[config.mk]
export PLATFORM = sky130hd
export DESIGN_NAME = ifetch_ctrl
export DESIGN_NICKNAME = d
export VERILOG_FILES = /design/src/rtl/ifetch_pkg.sv /design/src/rtl/ifetch_pc_reg.sv /design/src/rtl/ifetch_ctrl.sv
export SDC_FILE = /design/constraint.sdc
export NUM_CORES = 1
export LEC_CHECK = 0
export ABC_AREA = 1
export BUFFER_PORTS_ARGS = -buffer_cell sky130_fd_sc_hd__buf_2
export CORE_ASPECT_RATIO = 0.75
export CORE_MARGIN = 2
export CORE_UTILIZATION = 44
export DETAILED_ROUTE_END_ITERATION = 8
export PLACE_DENSITY = 0.88
export SYNTH_ARGS = -nofsm -noshare
export SYNTH_HDL_FRONTEND = slang
export SYNTH_HIERARCHICAL = 1
export SYNTH_SLANG_ARGS = --single-unit
[constraint.sdc]
create_clock -name clk -period 1.52 [get_ports clk]
set_input_delay 0.228 -clock clk [delete_from_list [all_inputs] [get_ports clk]]
set_output_delay 0.228 -clock clk [all_outputs]
set_load 0.01 [all_outputs]
[src/rtl/ifetch_pkg.sv]
// ifetch_pkg: shared types and constants for the instruction fetch controller.
//   state_e    - fetch FSM states (REQ / WAIT / HOLD)
//   PC_STEP    - sequential PC increment
//   DEF_ADDR_MASK - default instruction address space mask
//   NOP_INST   - bubble instruction for the decode side
//   mask_pc()  - applies an address mask to a PC value
package ifetch_pkg;

    typedef enum logic [1:0] {
        S_REQ  = 2'd0,
        S_WAIT = 2'd1,
        S_HOLD = 2'd2
    } state_e;

    localparam logic [31:0] PC_STEP       = 32'd4;
    localparam logic [31:0] DEF_ADDR_MASK = 32'h0000_FFFF;
    localparam logic [31:0] NOP_INST      = 32'h0000_0013;

    function automatic logic [31:0] mask_pc(input logic [31:0] pc, input logic [31:0] mask);
        return pc & mask;
    endfunction

endpackage

[src/rtl/ifetch_pc_reg.sv]
// ifetch_pc_reg: masked fetch PC register.
//   clk, rst_n : clock, async active-low reset (loads RESET_PC & ADDR_MASK)
//   load       : load load_pc (redirect), takes priority over inc
//   load_pc    : redirect target (masked on load)
//   inc        : advance by PC_STEP with wrap under ADDR_MASK
//   pc         : current fetch PC, always within ADDR_MASK
module ifetch_pc_reg
    import ifetch_pkg::*;
#(
    parameter logic [31:0] RESET_PC  = 32'h0000_0000,
    parameter logic [31:0] ADDR_MASK = DEF_ADDR_MASK
) (
    input  logic        clk,
    input  logic        rst_n,
    input  logic        load,
    input  logic [31:0] load_pc,
    input  logic        inc,
    output logic [31:0] pc
);

    always_ff @(posedge clk or negedge rst_n) begin
        if (!rst_n)
            pc <= mask_pc(RESET_PC, ADDR_MASK);
        else if (load)
            pc <= mask_pc(load_pc, ADDR_MASK);
        else if (inc)
            pc <= mask_pc(pc + PC_STEP, ADDR_MASK);
    end

endmodule

[src/rtl/ifetch_ctrl.sv]
// ifetch_ctrl: instruction fetch controller.
//   clk, rst_n      : clock, async active-low reset
//   redirect_valid/pc : taken branch/jalr target, accepted in any state
//   imem_req_*      : single-outstanding fetch request (valid/ready, addr)
//   imem_rsp_*      : fetch response (valid only while a request is outstanding)
//   inst_*          : fetched instruction + PC towards decode (valid/ready)
// Flow is REQ -> WAIT -> HOLD -> REQ. A redirect while a request is in flight
// marks its response to be dropped so stale instructions never reach decode.
module ifetch_ctrl
    import ifetch_pkg::*;
#(
    parameter logic [31:0] RESET_PC  = 32'h0000_0000,
    parameter logic [31:0] ADDR_MASK = DEF_ADDR_MASK
) (
    input  logic        clk,
    input  logic        rst_n,
    input  logic        redirect_valid,
    input  logic [31:0] redirect_pc,
    output logic        imem_req_valid,
    input  logic        imem_req_ready,
    output logic [31:0] imem_req_addr,
    input  logic        imem_rsp_valid,
    input  logic [31:0] imem_rsp_data,
    output logic        inst_valid,
    input  logic        inst_ready,
    output logic [31:0] inst_data,
    output logic [31:0] inst_pc
);

    localparam logic [1:0] ST_REQ  = S_REQ;
    localparam logic [1:0] ST_WAIT = S_WAIT;
    localparam logic [1:0] ST_HOLD = S_HOLD;

    logic [1:0]  state;
    logic        drop;
    logic        run;      // holds off the first request until one clock after reset release
    logic [31:0] fetch_pc;
    logic        req_fire;
    logic        consume;

    assign imem_req_valid = run && (state == ST_REQ);
    assign imem_req_addr  = fetch_pc;
    assign inst_valid     = (state == ST_HOLD);
    assign req_fire       = imem_req_valid && imem_req_ready;
    assign consume        = inst_valid && inst_ready;

    // Redirect always wins over the sequential step, even when decode
    // consumes the held instruction in the same cycle.
    ifetch_pc_reg #(
        .RESET_PC  (RESET_PC),
        .ADDR_MASK (ADDR_MASK)
    ) u_pc (
        .clk     (clk),
        .rst_n   (rst_n),
        .load    (redirect_valid),
        .load_pc (redirect_pc),
        .inc     (consume && !redirect_valid),
        .pc      (fetch_pc)
    );

    always_ff @(posedge clk or negedge rst_n) begin
        if (!rst_n) begin
            state     <= ST_REQ;
            drop      <= 1'b0;
            run       <= 1'b0;
            inst_data <= 32'h0;
            inst_pc   <= 32'h0;
        end else begin
            run <= 1'b1;
            case (state)
                ST_REQ: begin
                    if (req_fire) begin
                        state <= ST_WAIT;
                        // address just issued is already stale
                        drop  <= redirect_valid;
                    end
                end
                ST_WAIT: begin
                    if (imem_rsp_valid) begin
                        if (drop || redirect_valid) begin
                            state <= ST_REQ;
                            drop  <= 1'b0;
                        end else begin
                            inst_data <= imem_rsp_data;
                            inst_pc   <= fetch_pc;
                            state     <= ST_HOLD;
                        end
                    end else if (redirect_valid) begin
                        drop <= 1'b1;
                    end
                end
                ST_HOLD: begin
                    if (redirect_valid || inst_ready)
                        state <= ST_REQ;
                end
                default: state <= ST_REQ;
            endcase
        end
    end

endmodule

==> results.cfg, run 1 <==
[cells_and_area]
layout_common_cells = nand2_1, buf_2, dfrtp_1, nand3_1
synthToLayoutAreaGrowth_pct = 29.0
fill_cells = 751
mostFrequentLayoutCell = nand2_1
drive_above_1_share = 0.298
final_nets = 674
stdcell_area_sq_mm = 0.00504
insertedDiodeCount = 0

[yosys]
ys_seq_elements = 84
ys_types = 24
synth_edf_count = 0
syn_area_sq_mm = 0.00391
synth-seq-area-share = 0.538
ys.flop_type = dfrtp_1
async_flop_share = 1.00
syn_area_per_cell_sq_um = 8.39
syn-instance-count = 466
yosys_warnings = 6

[worst_setup_path]
crit_fanout = 17
required_ps = 1290
arrival_ps = 1260
critPathCaptureType = primary output
critical_path_class = reg2out
r2r-start = state[1]
reg2reg_slack_ps = 110
start_kind = flip-flop
worstSetupStartpoint = state[1]

[clock_tree]
clk_latency_ps = 330
path_clk_slew_ps = 60
cts-root-buf = clkbuf_16
numCtsBuffers = 9
clock_path_buffers = 2
cts_tree = done
cts_sinks = 84
htree_levels = 3

[placement]
dp_hpwl_mm = 6.75
place_area_sq_mm = 0.00464
dpl_worst_slack_ps = 19.3
gp_congestion = 0.828
io_buffers = 135

[global_route]
grtUsageTotal = 0.221
grt_pass1_wl_mm = 17.0
grt_pass1_vias = 3435
grt_overflow = 0
grt_max_degree = 85
grt_antenna_before_repair = 0

[run]
cap_violations = 0

[route]
vias = 3645
avgRoutedWirePerCell_um = 14.6
routed_via_density = 5.09
dr.pass1.iters = 5
wl_mm = 10.4
antenna_left = 0
drc = 0
drtIter0Drc = 267

[outcome]
status = finished clean

[floorplanning]
die-width_um = 113
core-area_sq_mm = 0.00853
die_area_sq_mm = 0.00966
pin_count = 168
rows = 29
die_y_um = 85.6
start_util = 0.458

[min_path]
hp-start = redirect_pc[0]
hold_path_class = in2reg

[sta]
tns_ps = 0
setup_ws_ps = 34.8
post-route-min-period_ps = 1490
drv_slew = 0
setup_viol = 0
timing.fmax_mhz = 673
finalCritPeriodShare = 0.977
fin_skew_ps = 6.80
finalHoldViolCount = 0

[power]
p_leak_nw = 2.85
ir_drop_v = 0.00116
p_per_area_mw_per_mm2 = 1700
metal layers:
metal  GRT usage  vias up  part of all wire
li1            -     1746                 -
met1       0.298     1721              0.43
met2       0.366      166              0.48
met3      0.0551       12             0.083
met4      0.0499        0            0.0086
met5           0        -                 0
worst max-delay path: stages (launching register included):
cell and delay [ps]:
dfrtp_1 390, inv_2 140, buf_12 180, nor2_1 60
buf_2 140
cell usage after synthesis, types with 2 or more instances:
master    number  area share
nand2_1      183        0.18
dfrtp_1       84        0.54
nand3_1       82        0.10
buf_4         23       0.044
nor2_1        18       0.017
inv_1         16       0.015
a22oi_1       10       0.019
buf_6          7       0.020
clkbuf_1       6      0.0058
o21ai_0        6      0.0077
buf_2          4      0.0051
nand4_1        4      0.0064
a21oi_1        3      0.0038
nand2_2        3      0.0048
nor2_2         3      0.0048
conb_1         2      0.0019
inv_2          2      0.0019
nor2_4         2      0.0058
o211ai_1       2      0.0038
xor2_1         2      0.0045
power by group:
group	switching, W	internal (W)	total, W
logic	0.00157	0.00112	0.00269
registers	0.000525	0.00315	0.00367
clock network	0.000836	0.00136	0.00219
total	0.00293	0.00562	0.00855
cell type report:
cell class                 instances  area (sq um)  area share
multi-input combinational        339          1530       0.304
sequential                        84          2100       0.417
inverter                          18          67.6      0.0134
timing repair buffer             151           901       0.179
clock inverter                     4          47.5     0.00943
clock buffer                      12           256      0.0509
tap                              108           135      0.0268
per-stage QoR:
stage                     utilization  cells  power, W  hold slack (ps)
after floorplan                     -    481   0.00507            -67.6
after global placement          0.544    696   0.00622              292
after detailed placement        0.544    696   0.00637              299
after CTS                       0.589    715   0.00863             83.4
after global routing            0.591    716   0.00913              115
final                           0.591    716   0.00855             91.1
state kept, by name, indices dropped and copies added (netlist names):
name       count
inst_pc       32
u_pc/pc       16
drop           1
run            1
state          2
inst_data     32
kinds of logic after synthesis:
group,Yosys count,share of synthesized area
buffers and inverters,58,0.0925
other,2,0.00192
XOR/XNOR,2,0.00448
flip-flops,84,0.538
adder cells (fa/ha/maj),1,0.00320
AO/OA/AOI/OAI,23,0.0387
AND/OR/NAND/NOR,296,0.321
repair_timing:
| item | in CTS | in global routing |
|---|---|---|
| resized for setup | 1 | 4 |
| gates cloned | 2 | 0 |
| endpoints found under the setup margin | 1 | 16 |
| hold endpoints to repair | 84 | 0 |
| pin swaps | 0 | 1 |
| setup buffers | 0 | 1 |
| hold buffers | 1 | 0 |
final timing paths:
check	end	cells after the start
worst max-delay path	inst_valid	4
worst min-delay path	u_pc/pc[0]	3
worst max register to register	u_pc/pc[8]	9
worst min register to register	inst_data[11]	2
max in group asynchronous	state[0]	3
min in group asynchronous	inst_pc[5]	3
Power figures use the tool's default switching activity.
==> run 2, diff against run 1 <==
CORE_MARGIN = not set   (was 2)
REMOVE_ABC_BUFFERS = 1   (was not set)
==> run 2 against run 1 <==
Against the previous run:
- the run now ends with negative setup slack left
- worst setup slack worse by 56 ps
- via count up 3.2%
- critical path depth up 1
- routed wire length up 4.8%
- non-clock buffer count up 6
- sequential power about the same
- cell area up 2.2%
- highest routed layer unchanged
==> results.cfg, run 2 (same netlist as run 1, synthesis figures left out) <==
[cells_and_area]
fill_cells = 721
largestRegisters = inst_data x32, inst_pc x32, u_pc/pc x16
stdcell_area_sq_mm = 0.00515
insertedDiodeCount = 0
synthToLayoutAreaGrowth_pct = 31.8
multi_input_comb_area_sq_mm = 0.00157
final_nets = 680
mostFrequentLayoutCell = nand2_1
seq_area_sq_mm = 0.00210
layout_common_cells = nand2_1, buf_2, dfrtp_1, nand3_1, conb_1
drive_above_1_share = 0.320

[sta]
finalCritPeriodShare = 1.01
drv_slew = 0
finalHoldViolCount = 0
rsz0062_at_grt = yes
setup_ws_ps = -21.3
tns_ps = -37.2
whs_ps = 95.7
timing.fmax_mhz = 649
setup_viol = 2
post-route-min-period_ps = 1540
fin_skew_ps = 5.03

[route]
wl_mm = 10.9
vias = 3760
dr.pass1.iters = 5
routed_via_density = 5.21
top_layer_used = met4
wl_met2_mm = 5.21
wl_met3_um = 948
avgRoutedWirePerCell_um = 15.1
drtIter0Drc = 238
met1Wirelength_mm = 4.62
drc = 0
antenna_left = 0

[floorplanning]
start_util = 0.458
pin_count = 168
die_y_um = 83.6
core-area_sq_mm = 0.00853
die-width_um = 111
rows = 29
die_area_sq_mm = 0.00927

[placement]
gp_congestion = 0.852
io_buffers = 135
place_area_sq_mm = 0.00465
dp_hpwl_mm = 7.05

[power]
p_leak_nw = 2.89
p_per_area_mw_per_mm2 = 1690
ir_drop_v = 0.00105

[global_route]
grt_overflow = 0
grt_pass1_wl_mm = 17.4
grt_pass1_vias = 3571
grt_max_degree = 85
grt_antenna_before_repair = 0
grtUsageTotal = 0.238

[worst_setup_path]
critPathMaxStageDelay_ps = 450
worstSetupStartpoint = state[0]
arrival_ps = 1310
path_depth = 5
critPathCaptureType = primary output
cp_cell_sequence = buf_6, nor2_4, inv_2, nor2_2, buf_2
r2r-start = state[0]
critical_path_class = reg2out
start_kind = flip-flop
crit_slowest_cell = dfrtp_1
cp_top_family = flip-flops
crit_fanout = 3
crit_buf_inv = 3
ff2ff_path_depth = 7
required_ps = 1290

[min_path]
whs_path_depth = 3
hold_path_class = in2reg
hp-start = redirect_pc[1]

[clock_tree]
cts_tree = done
cts-root-buf = clkbuf_16
cts_sinks = 84
htree_levels = 3
clk_latency_ps = 340
clock_path_buffers = 2
numCtsBuffers = 9
path_clk_slew_ps = 60

[run]
cap_violations = 0

[outcome]
violations = negative setup slack
status = complete, but fails checks
run 2: metal layers:
metal,vias up,GRT usage
met5,-,0
met4,0,0.0788
met3,15,0.0668
li1,1755,-
met1,1771,0.303
met2,219,0.392
run 2: area by class of cell:
cell class,count,share of cell area
Sequential cell,84,0.408
Inverter,18,0.0136
Clock inverter,6,0.0155
Tap cell,108,0.0262
Multi-Input combinational cell,339,0.305
Clock buffer,9,0.0437
Timing Repair Buffer,157,0.187
run 2: final timing paths:
check / end / slack [ps]
max: imem_req_valid / -20
min: u_pc/pc[1] / 100
max reg2reg: u_pc/pc[6] / 0
min reg2reg: inst_data[16] / 470
max in group asynchronous: inst_pc[9] / 710
min in group asynchronous: run / 450
run 2: power breakdown:
| part | internal [W] | switching (W) |
|---|---|---|
| sequential | 0.00315 | 0.000538 |
| clock | 0.00142 | 0.000843 |
| combinational | 0.00115 | 0.00163 |
run 2: tightest hold or removal path: stages:
cell     delay [ps]
buf_2            80
nand2_1          40
nand2_1          50
run 2: per-stage QoR:
| step | total power, W | setup WS (ps) | util | std cells |
|---|---|---|---|---|
| floorplan | 0.00498 | -1930 | - | 441 |
| global placement | 0.00624 | 102 | 0.545 | 698 |
| detailed placement | 0.00640 | 43.1 | 0.545 | 698 |
| CTS | 0.00872 | -4.80 | 0.588 | 715 |
| global route | 0.00928 | -71.5 | 0.604 | 721 |
| finish | 0.00873 | -21.3 | 0.604 | 721 |
run 2: what timing repair did:
| action | 4_1_cts | 5_1_grt |
|---|---|---|
| setup buffers | 0 | 5 |
| setup endpoints to repair | 1 | 13 |
| resized for setup | 4 | 18 |
| endpoints found under the hold margin | 84 | 0 |
| gates cloned | 1 | 1 |
| pin swaps | 0 | 3 |
| hold buffers | 1 | 0 |
==> run 3, diff against run 2 <==
RECOVER_POWER = 25   (was not set)
==> run 3 against run 2 <==
Against the previous run:
- the flow still finishes with violations (negative setup slack)
- worst hold slack improved by 3.0 ps
- clock power barely moved
- cell area decreased by 0.17%
- power is essentially flat
- core utilization fell by 0.10 points
- die area did not move
- sequential power hardly changed
- maximum frequency decreased by 0.13%
- critical path depth is the same
- register-to-register slack about the same
==> results.cfg, run 3 (same netlist as run 1, synthesis figures left out) <==
[global_route]
grt_antenna_before_repair = 0
grtUsageTotal = 0.238
grt_pass1_vias = 3571
grt_max_degree = 85
grt_pass1_wl_mm = 17.4
grt_overflow = 0

[cells_and_area]
stdcell_area_sq_mm = 0.00514
drive_above_1_share = 0.320
largestRegisters = inst_data x32, inst_pc x32, u_pc/pc x16
insertedDiodeCount = 0
synthToLayoutAreaGrowth_pct = 31.6
final_nets = 680
layout_common_cells = nand2_1, buf_2, dfrtp_1, nand3_1, conb_1
mostFrequentLayoutCell = nand2_1

[clock_tree]
cts_sinks = 84
clk_latency_ps = 340
path_clk_slew_ps = 60
numCtsBuffers = 9
clock_path_buffers = 2
htree_levels = 3
cts-root-buf = clkbuf_16
cts_tree = done

[power]
power.total_w = 0.00873
ir_drop_v = 0.00105
p_leak_nw = 2.89
p_per_area_mw_per_mm2 = 1700

[min_path]
hold_path_class = in2reg

[sta]
tns_ps = -39.0
post-route-min-period_ps = 1540
drv_slew = 0
slew_headroom = 0.496
fin_skew_ps = 5.85
setup_viol = 2
rsz0062_at_grt = yes
finalCritPeriodShare = 1.02
timing.fmax_mhz = 648
worst_slew_pin_slew_ps = 757
finalHoldViolCount = 0
whs_ps = 98.6
setup_ws_ps = -23.3

[outcome]
violations = negative setup slack
status = complete, but fails checks

[floorplanning]
core-area_sq_mm = 0.00853
die_y_um = 83.6
pin_count = 168
start_util = 0.458
die-width_um = 111
die_area_sq_mm = 0.00927
rows = 29

[route]
drtIter0Drc = 238
antenna_left = 0
drc = 0
dr.pass1.iters = 5
routed_via_density = 5.22
vias = 3761
wl_mm = 10.9
avgRoutedWirePerCell_um = 15.2

[worst_setup_path]
arrival_ps = 1320
crit_fanout = 3
critPathCaptureType = primary output
required_ps = 1290
critical_path_class = reg2out
start_kind = flip-flop

[placement]
dp_hpwl_mm = 7.05
io_buffers = 135
place_area_sq_mm = 0.00465
dpl_worst_slack_ps = 43.1
gp_congestion = 0.852

[run]
cap_violations = 0
-- run 3: cell types whose count changed in the layout (fill, tap and decap cells not counted) --
| cell | before | now |
|---|---|---|
| buf_4 | 13 | 12 |
| buf_12 | 5 | 4 |
| clkbuf_4 | 0 | 1 |
| buf_6 | 3 | 4 |
-- run 3: layer usage --
metal | up-vias | share of wire | GRT usage
li1 | 1751 | - | -
met4 | 0 | 0.0095 | 0.0788
met5 | - | 0 | 0
met3 | 9 | 0.095 | 0.0668
met1 | 1775 | 0.42 | 0.303
met2 | 226 | 0.48 | 0.392
-- run 3: final timing paths --
path	startpoint	end	slack (ps)	cells after the start
worst min register to register	inst_data[16]	inst_data[16]	470	2
worst min-delay path	redirect_pc[0]	u_pc/pc[0]	100	3
min in group asynchronous	rst_n	run	580	3
worst max-delay path	state[0]	imem_req_valid	-20	5
worst max register to register	state[0]	u_pc/pc[6]	0	7
max in group asynchronous	rst_n	inst_pc[9]	400	3
-- run 3: metrics by stage --
stage,std cells,utilization
after floorplan,441,-
after global placement,698,0.545
after detailed placement,698,0.545
after CTS,715,0.588
after global routing,721,0.603
final,721,0.603
-- run 3: worst max-delay path, cell delays in order, from the launching register on --
cell	delay, ps
dfrtp_1	450
buf_6	160
nor2_4	100
inv_2	40
nor2_2	90
buf_2	130
-- run 3: power breakdown --
part	internal [W]	switching, W	total, W
clock network	0.00142	0.000844	0.00226
registers	0.00315	0.000539	0.00368
logic	0.00115	0.00163	0.00278
total	0.00571	0.00301	0.00873
-- run 3: timing repair --
item	in CTS	in global routing
gates cloned	1	1
gates resized for setup	4	18
endpoints found under the hold margin	84	0
hold buffers	1	0
setup buffers	0	5
endpoints found under the setup margin	1	13
pin swaps	0	3
-- run 3: area by class of cell --
type / count / area (sq um)
clock buffers: 9 / 225
clock inverters: 6 / 80.1
fillers: 721 / 3380
inverters: 18 / 70.1
multi-input cells: 339 / 1570
flip-flops and latches: 84 / 2100
well taps: 108 / 135
repair buffers: 157 / 956
